--- src/rtl/vdma_frame_pkg.sv ---
// Shared definitions for the VDMA frame-buffer rotation controllers.
//   A_FRAME_ADDR_STEP_LINE / _ONCE : DDR distance between 1080p frame buffers
//   buf_idx_t                      : 2-bit frame-buffer index
//   next_wr_idx()                  : next write buffer, skipping the read buffer
package vdma_frame_pkg;

    localparam int unsigned A_FRAME_ADDR_STEP_LINE = 256*8*1080;
    localparam int unsigned A_FRAME_ADDR_STEP_ONCE = 180*8*1080;

    typedef logic [1:0] buf_idx_t;

    // Step to the next buffer. If that buffer is being read, step one more.
    // With at least 3 buffers the result differs from both rd and wr.
    function automatic buf_idx_t next_wr_idx(buf_idx_t wr, buf_idx_t rd, int unsigned num_buf);
        int unsigned n;
        n = (32'(wr) + 32'd1) % num_buf;
        if (n == 32'(rd))
            n = (32'(wr) + 32'd2) % num_buf;
        return buf_idx_t'(n);
    endfunction

endpackage

--- src/rtl/vsync_edge_sync.sv ---
// Synchronises an asynchronous vsync level into the clk_i domain.
// It emits a one-cycle pulse on each rising edge.
//   clk_i   : system clock
//   rst_i   : asynchronous active-high reset; all flops clear to 0
//   async_i : vsync level from the pixel-clock domain
//   start_o : 1-cycle pulse, high in the cycle after the 2nd sampling edge
module vsync_edge_sync (
    input  logic clk_i,
    input  logic rst_i,
    input  logic async_i,
    output logic start_o
);

    logic meta_q;
    logic sync_q;
    logic last_q;

    always_ff @(posedge clk_i or posedge rst_i) begin
        if (rst_i) begin
            meta_q <= 1'b0;
            sync_q <= 1'b0;
            last_q <= 1'b0;
        end else begin
            meta_q <= async_i;
            sync_q <= meta_q;
            last_q <= sync_q;
        end
    end

    // Because the flops reset to 0, a vsync held high across reset release
    // still yields exactly one pulse.
    assign start_o = sync_q & ~last_q;

endmodule

--- src/rtl/vdma_frame_buf_ctrl.sv ---
// Per-channel frame-buffer rotation controller.
// It rotates NUM_BUF (3..4) DDR frame buffers so that the reader always
// scans the most recently completed frame. The reader never scans the
// buffer that is currently being written.
//   axi_aclk, axi_reset    : clock, asynchronous active-high reset
//   enable                 : low freezes indices and suppresses status pulses
//   wr_vsync, rd_vsync     : asynchronous vsync levels of the writer and the reader
//   wr_baseaddr/rd_baseaddr: registered base addresses of the current buffers
//   wr_idx/rd_idx          : current buffer indices
//   frame_drop             : pulse, a completed frame was replaced before it was read
//   rd_repeat              : pulse, a read frame started with no new frame available
module vdma_frame_buf_ctrl
    import vdma_frame_pkg::*;
#(
    parameter int unsigned ASIZE      = 29,
    parameter int unsigned NUM_BUF    = 3,
    parameter int unsigned BASE_ADDR  = 0,
    parameter int unsigned FRAME_STEP = A_FRAME_ADDR_STEP_LINE
) (
    input  logic             axi_aclk,
    input  logic             axi_reset,
    input  logic             enable,
    input  logic             wr_vsync,
    input  logic             rd_vsync,
    output logic [ASIZE-1:0] wr_baseaddr,
    output logic [ASIZE-1:0] rd_baseaddr,
    output logic [1:0]       wr_idx,
    output logic [1:0]       rd_idx,
    output logic             frame_drop,
    output logic             rd_repeat
);

    // Buffer base address. The result wraps modulo 2^ASIZE.
    function automatic logic [ASIZE-1:0] buf_addr(buf_idx_t idx);
        logic [63:0] a;
        a = 64'(BASE_ADDR) + 64'(idx) * 64'(FRAME_STEP);
        return a[ASIZE-1:0];
    endfunction

    logic wr_start;
    logic rd_start;

    vsync_edge_sync u_wr_sync (
        .clk_i   (axi_aclk),
        .rst_i   (axi_reset),
        .async_i (wr_vsync),
        .start_o (wr_start)
    );

    vsync_edge_sync u_rd_sync (
        .clk_i   (axi_aclk),
        .rst_i   (axi_reset),
        .async_i (rd_vsync),
        .start_o (rd_start)
    );

    buf_idx_t         wr_idx_q, wr_idx_d;
    buf_idx_t         rd_idx_q, rd_idx_d;
    buf_idx_t         done_idx_q, done_idx_d;
    logic             done_valid_q, done_valid_d;
    logic             drop_q, drop_d;
    logic             repeat_q, repeat_d;
    logic             consumed;
    logic [ASIZE-1:0] wr_addr_q;
    logic [ASIZE-1:0] rd_addr_q;

    // The read side is resolved first. A simultaneous write then sees the
    // new rd_idx, and it sees done_valid as it is after any consumption.
    always_comb begin
        wr_idx_d     = wr_idx_q;
        rd_idx_d     = rd_idx_q;
        done_idx_d   = done_idx_q;
        done_valid_d = done_valid_q;
        drop_d       = 1'b0;
        repeat_d     = 1'b0;
        consumed     = 1'b0;
        if (enable) begin
            if (rd_start) begin
                if (done_valid_q) begin
                    rd_idx_d     = done_idx_q;
                    done_valid_d = 1'b0;
                    consumed     = 1'b1;
                end else begin
                    repeat_d = 1'b1;
                end
            end
            if (wr_start) begin
                drop_d       = done_valid_q & ~consumed;
                done_idx_d   = wr_idx_q;
                done_valid_d = 1'b1;
                wr_idx_d     = next_wr_idx(wr_idx_q, rd_idx_d, NUM_BUF);
            end
        end
    end

    always_ff @(posedge axi_aclk or posedge axi_reset) begin
        if (axi_reset) begin
            wr_idx_q     <= buf_idx_t'(0);
            rd_idx_q     <= buf_idx_t'(NUM_BUF - 1);
            done_idx_q   <= buf_idx_t'(0);
            done_valid_q <= 1'b0;
            drop_q       <= 1'b0;
            repeat_q     <= 1'b0;
            wr_addr_q    <= buf_addr(buf_idx_t'(0));
            rd_addr_q    <= buf_addr(buf_idx_t'(NUM_BUF - 1));
        end else begin
            wr_idx_q     <= wr_idx_d;
            rd_idx_q     <= rd_idx_d;
            done_idx_q   <= done_idx_d;
            done_valid_q <= done_valid_d;
            drop_q       <= drop_d;
            repeat_q     <= repeat_d;
            // Addresses follow the index registers one cycle later.
            wr_addr_q    <= buf_addr(wr_idx_q);
            rd_addr_q    <= buf_addr(rd_idx_q);
        end
    end

    assign wr_idx      = wr_idx_q;
    assign rd_idx      = rd_idx_q;
    assign wr_baseaddr = wr_addr_q;
    assign rd_baseaddr = rd_addr_q;
    assign frame_drop  = drop_q;
    assign rd_repeat   = repeat_q;

endmodule

--- config.mk ---
export PLATFORM = sky130hd
export DESIGN_NAME = vdma_frame_buf_ctrl
export DESIGN_NICKNAME = d
export VERILOG_FILES = /design/src/rtl/vdma_frame_pkg.sv /design/src/rtl/vsync_edge_sync.sv /design/src/rtl/vdma_frame_buf_ctrl.sv
export SDC_FILE = /design/constraint.sdc
export NUM_CORES = 1
export LEC_CHECK = 0
export CAP_MARGIN = 20
export CELL_PAD_IN_SITES_DETAIL_PLACEMENT = 1
export CELL_PAD_IN_SITES_GLOBAL_PLACEMENT = 1
export CORE_MARGIN = 5
export CORE_UTILIZATION = 28
export DETAILED_ROUTE_END_ITERATION = 8
export GPL_TIMING_DRIVEN = 0
export PLACE_DENSITY_LB_ADDON = 0.1
export SYNTH_ARGS = -nofsm -noshare
export SYNTH_HDL_FRONTEND = slang
export SYNTH_HIERARCHICAL = 1
export SYNTH_SLANG_ARGS = --single-unit
--- constraint.sdc ---
create_clock -name axi_aclk -period 2.2 [get_ports axi_aclk]
set_input_delay 0.44 -clock axi_aclk [delete_from_list [all_inputs] [get_ports axi_aclk]]
set_output_delay 0.44 -clock axi_aclk [all_outputs]
set_load 0.005 [all_outputs]
# Word level (Yosys, flattened, before mapping)
# Cells that the tools add are included.
word_totals:
  ff_bits: 35
  in_bits: 5
  wordCells: 44
classes:
  add_sub_neg: 2
  mul: 2
  div: 2
  n_eq_ne: 1
  muxes: 14
  n_bitwise: 6
  reduce_logical: 3
op_table:
  columns: ["cell", "n"]
  rows:
  - ["32-bit by 2-bit remainder unit with 32-bit output, second input constant", 2]
  - ["32-bit by 2-bit == test with 1-bit output", 1]
  - ["2-bit by 8-bit multiplier with 10-bit output, second input constant", 2]
  - ["1-bit two-way mux", 10]
  - ["2-bit two-way mux", 4]
  - ["2-bit AND reduction", 2]
  - ["2-bit by 1-bit adder with 3-bit output, second input constant", 1]
  - ["2-bit by 2-bit adder with 3-bit output, second input constant", 1]
  - ["1-bit AND", 3]
  - ["1-bit inverter", 3]
  - ["2-bit nonzero test", 1]

# Depth between registers and ports, before layout
depth:
  word_depth: 8
  mapped_depth: 11
  ltp_nobuf: 11

# Modules after synthesis
# Netlist, hierarchy kept.
modules_own_cells:
  columns: ["module", "n_inst", "cells_each", "area_each_um2", "seq_area_each_um2"]
  rows:
  - ["vdma_frame_buf_ctrl", 1, 131, 1336.3, 531.8]
  - ["vsync_edge_sync", 2, 5, 92.6, 75.1]

# Worst setup path after synthesis
# Ideal clock, no wire load.
synth_path:
  path_type: "register to register"
  from: "register wr_idx_q[0] (netlist: wr_idx[0])"
  to: "register wr_idx_q[1] (netlist: wr_idx[1])"
  setup_ns: 0.092
  t_arrival_ns: 2.231
  t_required_ns: 2.108
  slack_ns: -0.123
  path_stages_with_launch: 11
  path_buffers: 0
  path_cell_list: "dfrtp_1 -> inv_1 -> ha_1 -> nor2b_1 -> nand2_1 -> ha_1 -> inv_1 -> a31oi_1 -> a2111oi_2 -> o21a_1 -> o31ai_2"
synth_via:
  elab_chain_cells: 4
  word_cells_on_any_way: 6
  cone_classes: "add/sub: 2; div: 2; eq/ne: 1; mux: 1"
synth_lines:
  columns: ["element", "line_no", "text"]
  rows:
  - ["from (decl)", "vdma_frame_buf_ctrl.sv:57", "buf_idx_t wr_idx_q, wr_idx_d;"]
  - ["from (signal assigned)", "vdma_frame_buf_ctrl.sv:98", "wr_idx_q <= buf_idx_t'(0);"]
  - ["from (signal assigned)", "vdma_frame_buf_ctrl.sv:107", "wr_idx_q <= wr_idx_d;"]
  - ["2-bit by 1-bit adder with 3-bit output", "vdma_frame_pkg.sv:16", "n = (32'(wr) + 32'd1) % num_buf;"]
  - ["32-bit by 2-bit remainder unit with 32-bit output", "vdma_frame_pkg.sv:16", null]
  - ["32-bit by 2-bit == test with 1-bit output", "vdma_frame_pkg.sv:17", "if (n == 32'(rd))"]
  - ["2-bit two-way mux *", "vdma_frame_pkg.sv:17", null]
# Mark *: on every way between the ends. The rest lies on a longest branch, timed or not.
# A chain may end at the register's enable or synchronous reset.

# Final worst setup path
layout_path:
  from: "register wr_idx_q[0] (netlist: wr_idx[0])"
  to: "register wr_idx_q[0] (netlist: wr_idx[0])"
# Same word-level chain as after synthesis.

==> metrics.txt <==
endpoints failing hold=0; vias in the first global route=1,189; worst slack at placement=-0.307 ns; Worst-Margin Slew=0.804 ns; Ant. Diodes=0; Post-synth EDFFs=0; Worst-path clk slew=0.10 ns; ys flop type=dfrtp_1; 1st-iter DRT viols=64; gr ovfl total=0; IO Count=69; Layout Nets=238; Worst setup EP type=register; Core ar.=0.00520 mm^2; global-route wire length before repair=5500 um; FP Rows=26; synthesized flop and latch total=27; Distinct cells, synth=28; fraction of the yosys area taken by sequential cells=44.8%; Netlist Area Pre-Place=0.00152 mm^2; synthesis-to-layout area growth=47.9%; WS Path Type=reg -> reg; fmax=469 MHz; endpoints failing setup=0; status=complete, no violations; period utilization=96.9%; GP Congestion=0.738; die area=0.00701 mm^2; GRT Resource Usage Total=9.73%; via count=1,073; htree depth=1; share of the synthesized area in the top cell type=36.2%; total CTS buffers=3; Max-cap violations=0; Pleak=1.13 nW; worst hold-check path type=reg -> reg; port buffer count=24; post-DR wirelength/cell=12.1 um; final WL=3500 um; Pwr Density=1120 mW/mm^2; Die Y=83.7 um; Post-synth top cells=buf_4, dfrtp_1, inv_1; worst path arrival time=2.34 ns; Req. time, crit path=2.41 ns; synthesized area per cell=10.8 um^2; setup ws final=0.0688 ns; Clk Latency, worst-skew pair=0.28 ns; Sink Count=27; fin. max-slew vios=0; most frequent cell after synthesis=buf_4; TritonCTS clock tree=built; Final Util=43.2%; Sum Neg Setup Slack=0 ns; post-detail-place hpwl=2590 um; CTS hold repair buffers=0; RSZ-0062 raised after global routing=true; Initial Util=29.2%; Die Width=83.7 um; Worst VDD drop=0.386 mV; Final Non-Filler Cells=290; initial antenna violation count=0; largest net degree at the start of global routing=22; FFs w/ async S/R, synth=100%; Ys Warns=6; Final min period=2.13 ns; max_slew headroom=46.3%; Layout fillers=623; DRT antenna net count=0; vias per cell=3.70; worst clock skew=0.00441 ns; DR pass1 iterations=2; worst-path fanout max=6; Placed Cells=278; clk buf depth=2; Yosys top cell by area=dfrtp_1; Root Driver=clkbuf_8; DR DRC count=0; Mapped Cells=141; synth top area cells=dfrtp_1, buf_4, ha_1; fraction of layout cells with a size suffix above 1=40.9%; crit path launch type=register
## worst max-delay path, cell delays in order, from the launching register on
cell      delay (ns)
dfrtp_2         0.45
buf_6           0.15
ha_4            0.17
inv_4           0.06
ha_4            0.13
inv_2           0.04
ha_4            0.25
inv_2           0.04
a31oi_4         0.26
a211oi_4        0.10
a211o_2         0.34
nand3_1         0.08
## kinds of logic (layout without fill, tap and decap cells)
group           count (synthesis)  count (layout)  share of synthesized area (%)
flops                          27              27                           44.8
mux                             2               2                           1.40
simple gates                   22              22                           8.47
buf+inv                        61              97                           26.4
fa+ha+maj                      12              12                           9.87
xor+xnor                        1               1                          0.576
other cells                     1              44                          0.246
compound gates                 15              15                           8.22
## worst paths after layout
kind / startpoint / endpoint / slack [ns] / depth (start not counted)
setup / recovery: wr_idx[0]$_DFFE_PP0P_ / wr_idx[0]$_DFFE_PP0P_ / 0.07 / 11
hold / removal: u_rd_sync/meta_q$_DFF_PP0_ / u_rd_sync/sync_q$_DFF_PP0_ / 0.36 / 0
setup reg to reg: wr_idx[0]$_DFFE_PP0P_ / wr_idx[0]$_DFFE_PP0P_ / 0.07 / 11
hold reg to reg: u_rd_sync/meta_q$_DFF_PP0_ / u_rd_sync/sync_q$_DFF_PP0_ / 0.36 / 0
max in group asynchronous: axi_reset / wr_idx[0]$_DFFE_PP0P_ / 0.98 / 2
min in group asynchronous: axi_reset / u_wr_sync/last_q$_DFF_PP0_ / 0.37 / 2
## per-layer routing
layer	part of all wire, %	wire [um]	track usage [%]
met5	0	0	0
met4	1.7	58	5.26
met3	7.9	275	3.65
met2	52	1820	16.5
met1	38	1340	10.4
## area by class of cell
cell class	instances	area, um^2	area share (%)
inverter	15	66.3	2.95
clock buffer	3	41.3	1.83
buffer	46	345	15.3
timing repair buffer	32	308	13.7
tap	70	87.6	3.89
sequential	27	684	30.4
clock inverter	1	7.51	0.334
multi-input combinational	96	711	31.6
## per-stage QoR
step           instance area, um^2  power [W]  hold WS (ns)
6_report                      2250    0.00252         0.361
5_1_grt                       2250    0.00271         0.367
4_1_cts                       2130    0.00228         0.364
3_5_place_dp                  2020    0.00180         0.342
3_3_place_gp                  2020    0.00173         0.337
2_1_floorplan                 1690    0.00136         0.194
## sequential cells by signal, summed over array words and instances, names as in the netlist
register / count
rd_baseaddr: 6
wr_baseaddr: 6
done_idx_q: 2
rd_idx: 2
wr_idx: 2
done_valid_q: 1
frame_drop: 1
rd_repeat: 1
u_rd_sync/last_q: 1
u_rd_sync/meta_q: 1
u_rd_sync/sync_q: 1
u_wr_sync/last_q: 1
u_wr_sync/meta_q: 1
u_wr_sync/sync_q: 1
## repair_timing
action | in CTS | in global routing
setup buffers | 2 | 6
pin swaps | 4 | 9
setup endpoints to repair | 2 | 2
gates resized for setup | 12 | 16
## cell usage in the layout (no fill, tap or decap), types with 2 or more instances in the layout
cell type and count:
buf_6 2, o21a_1 2, nor2_1 3, inv_4 2, clkbuf_8 3, clkdlybuf4s50_1 24, dfstp_2 5, dfrtp_2 2
nand2_1 8, a21oi_1 2, nand3_1 3, ha_4 5, nor2b_4 3, inv_1 9, o21ai_0 3, inv_2 3
ha_1 7, buf_4 52, conb_1 44, dfrtp_1 20
## power by group
group          internal (W)  switching (W)
clock              0.000129       0.000167
combinational      0.000792       0.000678
sequential         0.000665      0.0000913
total               0.00159       0.000937
No activity file was read; power rests on OpenSTA's default activity.
